`src/rtl/usb_consts_pkg.sv`:
```
// Shared USB constants: PID encodings, PID type field values and CRC16 parameters.
// Used by the transmit framer and intended for the receive-side CRC checker as well.
package usb_consts_pkg;

  typedef enum logic [3:0] {
    UsbPidOut   = 4'h1,
    UsbPidIn    = 4'h9,
    UsbPidSof   = 4'h5,
    UsbPidSetup = 4'hD,
    UsbPidData0 = 4'h3,
    UsbPidData1 = 4'hB,
    UsbPidData2 = 4'h7,
    UsbPidMData = 4'hF,
    UsbPidAck   = 4'h2,
    UsbPidNak   = 4'hA,
    UsbPidStall = 4'hE,
    UsbPidNyet  = 4'h6,
    UsbPidPre   = 4'hC
  } usb_pid_e;

  // PID[1:0] identifies the packet class.
  typedef enum logic [1:0] {
    UsbPidTypeSpecial   = 2'b00,
    UsbPidTypeToken     = 2'b01,
    UsbPidTypeHandshake = 2'b10,
    UsbPidTypeData      = 2'b11
  } usb_pid_type_e;

  localparam logic [15:0] UsbCrc16Init = 16'hFFFF;
  localparam logic [15:0] UsbCrc16Poly = 16'hA001;

  function automatic logic pid_is_data(input logic [3:0] pid);
    return pid[1:0] == UsbPidTypeData;
  endfunction

endpackage

```
`src/rtl/usb_fs_crc16.sv`:
```
// Combinational USB CRC16 update over one byte, LSB first, reflected polynomial.
// Shared between the transmit framer and the receive checker.
module usb_fs_crc16
  import usb_consts_pkg::*;
(
  input  logic [15:0] crc_i,
  input  logic [7:0]  data_i,
  output logic [15:0] crc_o
);

  logic [15:0] crc_v;

  always_comb begin
    crc_v = crc_i;
    for (int i = 0; i < 8; i++) begin
      if (crc_v[0] ^ data_i[i]) begin
        crc_v = (crc_v >> 1) ^ UsbCrc16Poly;
      end else begin
        crc_v = crc_v >> 1;
      end
    end
    crc_o = crc_v;
  end

endmodule

```
`src/rtl/usb_fs_nb_tx_pkt.sv`:
```
// Byte-level USB full-speed TX packet framer: PID, optional payload, inverted CRC16.
// Optional USB_FS_TX_LEN_LIMIT_EN caps the payload at MaxPktSizeByte bytes.
//
// state     | meaning
// StIdle    | waiting for a start strobe
// StPid     | PID byte presented
// StData    | payload bytes streamed
// StCrcLo   | low CRC byte presented
// StCrcHi   | high CRC byte presented (last)
// StWaitEop | waiting for the serializer to finish EOP
module usb_fs_nb_tx_pkt
  import usb_consts_pkg::*;
#(
  parameter int MaxPktSizeByte = 64
) (
  input  logic       clk_48mhz_i,
  input  logic       rst_ni,
  input  logic       link_reset_i,
  input  logic       tx_pkt_start_i,
  input  logic [3:0] tx_pid_i,
  input  logic       tx_data_avail_i,
  output logic       tx_data_get_o,
  input  logic [7:0] tx_data_i,
  output logic       tx_pkt_end_o,
  output logic [7:0] byte_o,
  output logic       byte_valid_o,
  input  logic       byte_ready_i,
  output logic       byte_last_o,
  input  logic       eop_done_i,
  output logic       busy_o
);

  typedef enum logic [2:0] {
    StIdle,
    StPid,
    StData,
    StCrcLo,
    StCrcHi,
    StWaitEop
  } state_e;

  state_e      state_q, state_d;
  logic [3:0]  pid_q, pid_d;
  logic [15:0] crc_q, crc_d, crc_upd;
  logic        pkt_end_q, pkt_end_d;
  logic        data_get;
  logic        len_hit;

  usb_fs_crc16 u_crc16 (
    .crc_i  (crc_q),
    .data_i (tx_data_i),
    .crc_o  (crc_upd)
  );

`ifdef USB_FS_TX_LEN_LIMIT_EN
  localparam int CntW = $clog2(MaxPktSizeByte + 1);

  logic [CntW-1:0] cnt_q, cnt_d;

  assign len_hit = (cnt_q == CntW'(MaxPktSizeByte));

  always_comb begin
    cnt_d = cnt_q;
    if (state_q == StIdle) begin
      cnt_d = '0;
    end else if (data_get) begin
      cnt_d = cnt_q + 1'b1;
    end
  end

  always_ff @(posedge clk_48mhz_i or negedge rst_ni) begin
    if (!rst_ni) begin
      cnt_q <= '0;
    end else begin
      cnt_q <= cnt_d;
    end
  end
`else
  logic unused_len_cfg;

  assign len_hit        = 1'b0;
  assign unused_len_cfg = ^MaxPktSizeByte;
`endif

  always_comb begin
    state_d      = state_q;
    pid_d        = pid_q;
    crc_d        = crc_q;
    pkt_end_d    = 1'b0;
    byte_o       = 8'h00;
    byte_valid_o = 1'b0;
    byte_last_o  = 1'b0;
    data_get     = 1'b0;

    unique case (state_q)
      StIdle: begin
        if (tx_pkt_start_i) begin
          pid_d   = tx_pid_i;
          crc_d   = UsbCrc16Init;
          state_d = StPid;
        end
      end
      StPid: begin
        byte_o       = {~pid_q, pid_q};
        byte_valid_o = 1'b1;
        byte_last_o  = !pid_is_data(pid_q);
        if (byte_ready_i) begin
          state_d = pid_is_data(pid_q) ? StData : StWaitEop;
        end
      end
      StData: begin
        // An empty engine (or a full packet) ends the payload without sending a byte.
        if (len_hit || !tx_data_avail_i) begin
          state_d = StCrcLo;
        end else begin
          byte_o       = tx_data_i;
          byte_valid_o = 1'b1;
          data_get     = byte_ready_i;
          if (byte_ready_i) begin
            crc_d = crc_upd;
          end
        end
      end
      StCrcLo: begin
        byte_o       = ~crc_q[7:0];
        byte_valid_o = 1'b1;
        if (byte_ready_i) begin
          state_d = StCrcHi;
        end
      end
      StCrcHi: begin
        byte_o       = ~crc_q[15:8];
        byte_valid_o = 1'b1;
        byte_last_o  = 1'b1;
        if (byte_ready_i) begin
          state_d = StWaitEop;
        end
      end
      StWaitEop: begin
        if (eop_done_i) begin
          pkt_end_d = 1'b1;
          state_d   = StIdle;
        end
      end
      default: state_d = StIdle;
    endcase

    // A link reset abandons the packet: no end pulse and the pending byte is not taken.
    if (link_reset_i) begin
      state_d   = StIdle;
      pkt_end_d = 1'b0;
      data_get  = 1'b0;
      crc_d     = crc_q;
    end
  end

  always_ff @(posedge clk_48mhz_i or negedge rst_ni) begin
    if (!rst_ni) begin
      state_q   <= StIdle;
      pid_q     <= 4'h0;
      crc_q     <= UsbCrc16Init;
      pkt_end_q <= 1'b0;
    end else begin
      state_q   <= state_d;
      pid_q     <= pid_d;
      crc_q     <= crc_d;
      pkt_end_q <= pkt_end_d;
    end
  end

  assign tx_data_get_o = data_get;
  assign tx_pkt_end_o  = pkt_end_q;
  assign busy_o        = (state_q != StIdle);

endmodule
```
`config.mk`:
```
export PLATFORM = sky130hd
export DESIGN_NAME = usb_fs_nb_tx_pkt
export DESIGN_NICKNAME = d
export VERILOG_FILES = /design/src/rtl/usb_consts_pkg.sv /design/src/rtl/usb_fs_crc16.sv /design/src/rtl/usb_fs_nb_tx_pkt.sv
export SDC_FILE = /design/constraint.sdc
export NUM_CORES = 1
export LEC_CHECK = 0
export CAP_MARGIN = 20
export CORE_UTILIZATION = 41
export DETAILED_ROUTE_END_ITERATION = 8
export PLACE_DENSITY_LB_ADDON = 0.05
export SLEW_MARGIN = 5
export SYNTH_ARGS = -nofsm -noshare
export SYNTH_HDL_FRONTEND = slang
export SYNTH_SLANG_ARGS = --single-unit
```
`constraint.sdc`:
```
create_clock -name clk_48mhz_i -period 2.5 [get_ports clk_48mhz_i]
set_clock_uncertainty 0.05 [all_clocks]
set_input_delay 0.625 -clock clk_48mhz_i [delete_from_list [all_inputs] [get_ports clk_48mhz_i]]
set_output_delay 0.625 -clock clk_48mhz_i [all_outputs]
set_load 0.005 [all_outputs]
```
==> reports/qor.yml <==
outcome:
  status: "finished clean"
die:
  coreArea_sq_mm: 0.00369
  fp.dieH_um: 64.2
  num_rows: 22
  start_util_pct: 42.9
  io_pins: 32
  dieWidth_um: 64.2
  design.die.area_sq_mm: 0.00412
min_path:
  hold_class: "flop to flop"
  worstHoldStart: "crc_q[9]$_DFFE_PN1P_"
  min_delay_path_depth: 2
  whs_endpoint: "crc_q[9]$_DFFE_PN1P_"
clocking:
  cts-root-buf: "clkbuf_8"
  cts.path.max_buffers: 2
  htreeDepth: 1
  clk_latency_ns: 0.26
  cts_buffers: 3
  clk_pin_slew_ns: 0.08
  tritoncts: "built"
  clock_sinks: 24
  cts_hold_buf: 0
worst_setup_path:
  arrival_ns: 1.77
  timing.rr.end: "crc_q[0]$_DFFE_PN1P_"
  rr_worst_depth: 5
  cp.required_ns: 1.82
  start_kind: "input pin"
  worst-path-max-fanout: 3
  r2r_slack_ns: 0.47
  reg2reg_from: "crc_q[5]$_DFFE_PN1P_"
  crit_type: "input pin to output port"
  cp-end-kind: "output port"
synthesis:
  yosys-top-cells-area: "dfstp_2 (27%), dfrtp_1 (13%), o22a_1 (8.3%), xnor2_1 (7.7%), nor2_1 (4.3%)"
  syn_nets: 188
  syn_avg_cell_area_sq_um: 9.37
  ys.warnings.count: 0
  yosysUniqueCellTypes: 31
  synth-seq-cells: 24
  async_flop_share_pct: 100
  synth-edff-count: 0
  synth_top_area_share_pct: 26.5
  yosys-top-cells-count: "nor2_1 (18), dfstp_2 (16), o22a_1 (15), nand2_1 (14), xnor2_1 (14)"
  post-synth-top-count-cell: "nor2_1"
  synth_area_sq_mm: 0.00158
  synth_top_flop_cell: "dfstp_2"
  synth_area_leader_cell: "dfstp_2"
  postSynthCellCount: 169
  ys_seq_area_share_pct: 39.2
job:
  maxCapViolCount: 0
global_route:
  grt_pass1_vias: 1548
  grt_pass1_wl_mm: 7.53
  antenna_found_initial: 0
  grt-ovfl-total: 0
  grtUsageTotal_pct: 24.2
  grt_start_max_net_pins: 25
power:
  cellLeakagePower_uw: 0.000922
  power.density_mw_per_mm2: 814
  ir_drop_mv: 0.387
  total_power_uw: 1820
timing:
  setup_tns_ns: 0
  slew_violations: 0
  hold_violations: 0
  slew_headroom_pct: 77.7
  finalSetupViolations: 0
  fmax_mhz: 409
  min_period_over_period_pct: 97.8
  grt_setup_unrepaired: "no"
  tightestPinTransition_ns: 0.333
  min_period_ns: 2.44
drt:
  drc: 0
  num_vias: 1454
  drt_iter0_drc: 90
  viasPerCell: 5.31
  routed_wl_mm: 4.43
  dr.pass1.iters: 4
  final_antenna_net_count: 0
  wl_per_cell_um: 16.2
placed_design:
  io_buffers: 31
  place_congestion: 0.810
  place_inst: 268
  hpwlAfterDp_mm: 3.12
final_layout:
  fin_cells: 274
  drive_above_1_share_pct: 34.5
  fin_nets: 246
  synthToLayoutAreaGrowth_pct: 40.8
  num_antenna_cells: 0
where the power goes:
part,total [uW],switching [uW],internal [uW]
clock network,235,121,114
registers,541,73.2,468
logic,1040,501,540
total,1820,695,1120
placed cells by master, fill, tap and decap left out, types with 2 or more instances in the layout:
master,count
dlygate4sd2_1,6
xnor2_2,2
inv_1,4
o22ai_1,7
o22a_1,15
nand2b_1,5
nor2b_1,4
dfrtp_1,6
nand2_1,13
buf_2,3
o21ai_0,10
xor2_1,4
clkbuf_8,3
dfstp_2,16
o22a_2,2
xnor2_1,14
buf_4,30
dfrtp_2,2
or3_1,2
clkbuf_2,2
mux2_2,6
nor2_1,18
clkdlybuf4s50_1,18
a21oi_1,12
o21ai_1,2
cell type report:
cell class,count,area [sq um]
sequential,24,623
timing repair buffer,64,564
inverter,5,18.8
clock buffer,4,45.0
multi-input combinational,129,920
tap,48,60.1
fill,346,1460
critical path, stage by stage:
cell           delay (ns)
dlygate4sd2_1        0.19
and2_4               0.17
nand2_2              0.08
or4_4                0.52
inv_2                0.08
clkbuf_2             0.11
sequential cells by signal, indices dropped and copies added (netlist names):
signal / cells
crc_q: 16
tx_pkt_end_o: 1
state_q: 3
pid_q: 4
repair_timing:
| action | CTS | global route |
|---|---|---|
| pin swaps | 3 | 3 |
| resized for setup | 31 | 9 |
| endpoints found under the setup margin | 11 | 5 |
| buffers inserted | 0 | 1 |
| cloned | 1 | 0 |
worst max path at each step:
stage	startpoint	end	slack [ns]	cells after the start
after floorplan	tx_data_avail_i	tx_data_get_o	0.32	5
after global placement	tx_data_avail_i	tx_data_get_o	-0.59	6
after detailed placement	tx_data_avail_i	tx_data_get_o	-0.57	6
after CTS	link_reset_i	tx_data_get_o	-0.07	4
after global routing	tx_data_i[1]	byte_o[1]	0.008	5
final	tx_data_avail_i	tx_data_get_o	0.06	6
metrics by stage:
stage	cell area (sq um)	utilization (%)	setup slack (ns)	hold WS, ns
global route	2230	60.5	0.00815	0.488
floorplan	1580	-	0.319	0.279
finish	2230	60.5	0.0558	0.470
global placement	2140	58.0	-0.586	0.455
detailed placement	2140	58.0	-0.572	0.458
CTS	2230	60.4	-0.0683	0.471
logic make-up (layout without fill, tap and decap cells):
kind of cell | count (synthesis) | count (layout) | synth area share [%]
xor+xnor | 22 | 22 | 14.9
mux | 7 | 7 | 4.90
simple gates | 47 | 47 | 13.5
flops | 24 | 24 | 39.2
buf+inv | 16 | 73 | 4.11
compound gates | 53 | 53 | 23.4
layer usage:
layer,GRT usage (%),up-vias,wire length (um)
met5,0,-,0
met1,32.7,691,2080
met2,40.7,48,2120
li1,-,708,-
met3,2.68,7,167
met4,7.50,0,64
Power figures use the tool's default switching activity.
